==> config.mk <==
export PLATFORM = sky130hd
export DESIGN_NAME = display_frame_decoder
export DESIGN_NICKNAME = d
export VERILOG_FILES = /design/src/rtl/display_frame_decoder.sv
export SDC_FILE = /design/constraint.sdc
export NUM_CORES = 1
export LEC_CHECK = 0
export CAP_MARGIN = 0
export CORE_UTILIZATION = 30
export CTS_CLUSTER_SIZE = 12
export DETAILED_ROUTE_END_ITERATION = 10
export GPL_ROUTABILITY_DRIVEN = 0
export SLEW_MARGIN = 20
export SYNTH_ARGS = -nofsm -noshare
export SYNTH_HDL_FRONTEND = slang
export SYNTH_SLANG_ARGS = --single-unit
export TNS_END_PERCENT = 20
==> constraint.sdc <==
create_clock -name clk -period 3.75 [get_ports clk]
set_clock_uncertainty 0.15 [all_clocks]
set_input_delay 0.9375 -clock clk [delete_from_list [all_inputs] [get_ports clk]]
set_output_delay 0.9375 -clock clk [all_outputs]
set_load 0.01 [all_outputs]
==> src/rtl/display_frame_decoder.sv <==
// Rebuilds a segment vector from NB_FRAMES randomised frames by counting ON hits per segment and thresholding.
// Optional DISPLAY_DECODER_CONFIDENCE_EN adds msg_unsure, which flags counts between THRESH_LO and THRESH.
module display_frame_decoder #(
  parameter int unsigned NB_SEGMENTS = 56,
  parameter int unsigned BEAT_W      = 8,
  parameter int unsigned NB_FRAMES   = 16,
  parameter int unsigned THRESH      = 8,
  parameter int unsigned CNT_W       = 5
`ifdef DISPLAY_DECODER_CONFIDENCE_EN
  , parameter int unsigned THRESH_LO = 3
`endif
) (
  input  logic                   clk,
  input  logic                   rst_n,
  input  logic                   in_valid,
  output logic                   in_ready,
  input  logic [BEAT_W-1:0]      in_data,
  input  logic                   in_last,
  output logic                   msg_valid,
  input  logic                   msg_ready,
  output logic [NB_SEGMENTS-1:0] msg,
  output logic                   frame_err
`ifdef DISPLAY_DECODER_CONFIDENCE_EN
  , output logic [NB_SEGMENTS-1:0] msg_unsure
`endif
);

  localparam int unsigned NB_BEATS = NB_SEGMENTS / BEAT_W;
  localparam int unsigned BI_W     = (NB_BEATS > 1) ? $clog2(NB_BEATS) : 1;
  localparam int unsigned FI_W     = $clog2(NB_FRAMES);
  localparam logic [CNT_W-1:0] CNT_MAX    = '1;
  localparam logic [CNT_W-1:0] THR        = CNT_W'(THRESH);
  localparam logic [BI_W-1:0]  LAST_BEAT  = BI_W'(NB_BEATS - 1);
  localparam logic [FI_W-1:0]  LAST_FRAME = FI_W'(NB_FRAMES - 1);
`ifdef DISPLAY_DECODER_CONFIDENCE_EN
  localparam logic [CNT_W-1:0] THR_LO     = CNT_W'(THRESH_LO);
`endif

  typedef enum logic {ACCUM, EMIT} state_t;

  state_t                 state_q, state_d;
  logic [CNT_W-1:0]       cnt_q [NB_SEGMENTS];
  logic [CNT_W-1:0]       cnt_d [NB_SEGMENTS];
  logic [CNT_W-1:0]       cnt_inc [NB_SEGMENTS];
  logic [BI_W-1:0]        beat_q, beat_d;
  logic [FI_W-1:0]        frame_q, frame_d;
  logic                   in_ready_d, msg_valid_d, frame_err_d;
  logic [NB_SEGMENTS-1:0] msg_d;
  logic                   beat_acc, last_beat;
`ifdef DISPLAY_DECODER_CONFIDENCE_EN
  logic [NB_SEGMENTS-1:0] unsure_d;
`endif

  // Register stage: FSM state, counters and all outputs
  always_ff @(posedge clk or negedge rst_n) begin
    if (!rst_n) begin
      state_q   <= ACCUM;
      beat_q    <= '0;
      frame_q   <= '0;
      in_ready  <= 1'b0;
      msg_valid <= 1'b0;
      msg       <= '0;
      frame_err <= 1'b0;
      for (int j = 0; j < int'(NB_SEGMENTS); j++) cnt_q[j] <= '0;
`ifdef DISPLAY_DECODER_CONFIDENCE_EN
      msg_unsure <= '0;
`endif
    end else begin
      state_q   <= state_d;
      beat_q    <= beat_d;
      frame_q   <= frame_d;
      in_ready  <= in_ready_d;
      msg_valid <= msg_valid_d;
      msg       <= msg_d;
      frame_err <= frame_err_d;
      for (int j = 0; j < int'(NB_SEGMENTS); j++) cnt_q[j] <= cnt_d[j];
`ifdef DISPLAY_DECODER_CONFIDENCE_EN
      msg_unsure <= unsure_d;
`endif
    end
  end

  // Next-state, counter update and output decode
  always_comb begin
    state_d     = state_q;
    beat_d      = beat_q;
    frame_d     = frame_q;
    msg_valid_d = msg_valid;
    msg_d       = msg;
    frame_err_d = frame_err;
    cnt_d       = cnt_q;
`ifdef DISPLAY_DECODER_CONFIDENCE_EN
    unsure_d    = msg_unsure;
`endif
    beat_acc  = in_valid && in_ready;
    last_beat = (beat_q == LAST_BEAT);

    // Saturating per-segment increment for the beat currently addressed
    for (int b = 0; b < int'(NB_BEATS); b++) begin
      for (int i = 0; i < int'(BEAT_W); i++) begin
        cnt_inc[b*BEAT_W+i] = cnt_q[b*BEAT_W+i];
        if ((BI_W'(b) == beat_q) && in_data[i] && (cnt_q[b*BEAT_W+i] != CNT_MAX))
          cnt_inc[b*BEAT_W+i] = cnt_q[b*BEAT_W+i] + CNT_W'(1);
      end
    end

    case (state_q)
      ACCUM: begin
        if (beat_acc) begin
          if (in_last != last_beat) begin
            // Misframed beat: drop it and restart the whole window
            frame_err_d = 1'b1;
            beat_d      = '0;
            frame_d     = '0;
            for (int j = 0; j < int'(NB_SEGMENTS); j++) cnt_d[j] = '0;
          end else begin
            cnt_d = cnt_inc;
            if (last_beat) begin
              beat_d = '0;
              if (frame_q == LAST_FRAME) begin
                frame_d     = '0;
                state_d     = EMIT;
                msg_valid_d = 1'b1;
                for (int j = 0; j < int'(NB_SEGMENTS); j++) begin
                  msg_d[j] = (cnt_inc[j] >= THR);
`ifdef DISPLAY_DECODER_CONFIDENCE_EN
                  unsure_d[j] = (cnt_inc[j] > THR_LO) && (cnt_inc[j] < THR);
`endif
                end
              end else begin
                frame_d = frame_q + FI_W'(1);
              end
            end else begin
              beat_d = beat_q + BI_W'(1);
            end
          end
        end
      end
      EMIT: begin
        if (msg_ready) begin
          msg_valid_d = 1'b0;
          state_d     = ACCUM;
          beat_d      = '0;
          frame_d     = '0;
          for (int j = 0; j < int'(NB_SEGMENTS); j++) cnt_d[j] = '0;
        end
      end
      default: state_d = ACCUM;
    endcase

    in_ready_d = (state_d == ACCUM);
  end

endmodule

==> metrics <==
detailed placer's ending HPWL=~33 mm; fraction of layout cells with a size suffix above 1=roughly 9.3%; hold_buf cts=0; Area growth, synth to finish=16.7%; Final Setup Violations=0; max-cap violations=0; Initial Util=30.3%; Post-synth ARST share=100%; Slew Limit Fails=0; grt ovf=0; GRT Overall Usage=15.7%; global-route wire length before repair=around 81 mm; clock slew at reported path FFs=60 ps; CP Launch Type=input pin; Seq cells post-synth=between 300 and 400; Post-Syn Area per Cell=between 10 and 15 um2; cts bufs inserted=41; Layout Nets=roughly 2100; Primary FF master, synth=dfrtp_1; via count=approximately 15000; final hold vios=0; FF/Latch Area=between 8000 and 9000 um2; Worst Path Arrival=3180 ps; DRC=0; diode count=0; Highest Clock Rate=between 300 and 400 MHz; Routed WL per cell=17.8 um; Multi-input gate area=about 9900 um2; clk root buf=clkbuf_16; total iterations of the first detailed-routing run=4; syn nets=approximately 2000; post-synthesis cell area=about 19000 um2; RSZ-0062 raised after global routing=false; CTS H-tree depth=2; Skew-Pair Late Insertion Delay=570 ps; most frequent cells in the layout=347 x dfrtp_1, 211 x nor2_1, 122 x nand2_1, 114 x ha_1, 100 x xnor2_1; DRT iter0 DRCs=around 760; TritonCTS clock tree=built; synth unique cells=between 60 and 70; leading cell type in the layout, fill and taps excluded=dfrtp_1; mean number of vias per cell=5.22; Max Root-Sink Buffers=3; Power Total=8.61 mW; Die Area=around 65000 um2; fin util=35.4%; port bufs=71; Syn Inst Count=between 1500 and 2000; Crit Path Category=input pin to register; die span in x=approximately 250 um; crit-path max FO=5; Final period util=77.0%; worst slew pin tran=around 950 ps; Worst EP required=about 4000 ps; P per Cell Area=386 nW/um2; die height=255 um; # fillers=6355; io pins=72; Core Footprint=63100 um2; outcome=finished clean; Post-CTS Repair Setup Buffers=0; relative slew slack=a little over a third; antenna violations before repair=1; post-CTS sizing=0; number of global-route vias before repair=roughly 15000; total negative slack=0 ps; crit path capture type=register; Ys Warns=0; Period minus WS final=2890 ps; Sink Count=347; HP Class=input pin to asynchronous set/reset pin; Min Hold Slack=188 ps; Rows=about 90; post-synthesis sequential area ratio=between 40% and 50%; pin count of the biggest net entering global routing=73; Max VDD drop=around 0.24 mV; final WL=between 50 and 60 mm; post-route ant nets=0; EDFF count, synth=0; Leak=approximately 9.8 nW
==> path summary, 6_finish.rpt <==
kind / startpoint / endpoint / slack, ps / depth (start not counted)
max in group asynchronous: rst_n / cnt_q[268] / 2400 / 2
worst max register to register: beat_q[0] / cnt_q[222] / 870 / 4
min in group clk: frame_err / frame_err / 340 / 1
worst min-delay path: rst_n / cnt_q[75] / 190 / 1
worst min register to register: frame_err / frame_err / 340 / 1
worst max-delay path: in_data[3] / cnt_q[222] / 860 / 5
==> metal layers <==
layer  up-vias  track usage [%]  wire [um]
met5         -                0         15
met3        88             2.67       2290
met4         2             5.53       1270
li1       6932                -          -
met2       276             25.7      23500
met1      7397             20.9      23100
==> registers in the layout, indices dropped and copies added, names as in the netlist <==
signal and flops:
frame_err 1, msg 56, state_q 1, msg_valid 1
frame_q 4, in_ready 1, cnt_q 280, beat_q 3
==> cells in the mapped netlist, types with 16 or more instances <==
cell type	instances	area, um2
nand3b_1	41	308
buf_2	54	270
nor2_1	211	792
o21ai_0	45	225
o31ai_1	33	248
o2bb2ai_1	33	289
a31oi_1	78	488
ha_1	114	1430
a21bo_2	19	190
nor2b_1	18	113
dfrtp_1	347	8680
nand2_1	123	462
o22ai_1	24	150
nand3_1	62	310
inv_1	27	101
o2111ai_1	16	140
a211oi_2	25	313
xor2_1	38	333
clkbuf_1	43	161
nand2b_1	23	144
mux2i_1	80	801
and3_1	66	413
a21oi_1	46	230
nor3_1	41	205
o21ai_1	24	120
xnor2_1	100	876
==> critical path, stage by stage <==
cell and delay [ps]:
clkdlybuf4s50_1 1000, nand2b_1 230, a2111oi_2 690, a21bo_2 250, a21oi_1 50
==> cell families (layout without fill, tap and decap cells) <==
kind of cell             count (synthesis)  count (layout)  synth area share [%]
AND/OR/NAND/NOR                        648             648                  17.0
AO/OA/AOI/OAI                          421             421                  16.2
buffers and inverters                  136             219                  3.28
adder cells (fa/ha/maj)                114             114                  7.45
multiplexers                            80              80                  4.18
flip-flops                             347             347                  45.4
XOR/XNOR                               140             140                  6.49
==> through the flow <==
step           cell area (um2)  setup WS (ps)  std cells
2_1_floorplan            19100           1450       1886
3_3_place_gp             21000            384       2747
3_5_place_dp             21000            347       2747
4_1_cts                  22300            895       2815
5_1_grt                  22300            650       2815
6_report                 22300            862       2815
==> cell type report <==
| cell class | count | area share [%] |
|---|---|---|
| Tap cell | 846 | 4.74 |
| Sequential cell | 347 | 38.9 |
| Clock buffer | 60 | 5.51 |
| Inverter | 28 | 0.471 |
| Timing Repair Buffer | 123 | 5.96 |
| Clock inverter | 8 | 0.247 |
| Multi-Input combinational cell | 1403 | 44.2 |
==> where the power goes <==
part           internal (mW)  switching, mW  total (mW)
combinational          0.276          0.534       0.810
sequential              3.84          0.105        3.95
clock                   2.26           1.59        3.85
Note: power is estimated with default switching activity, not from simulation.
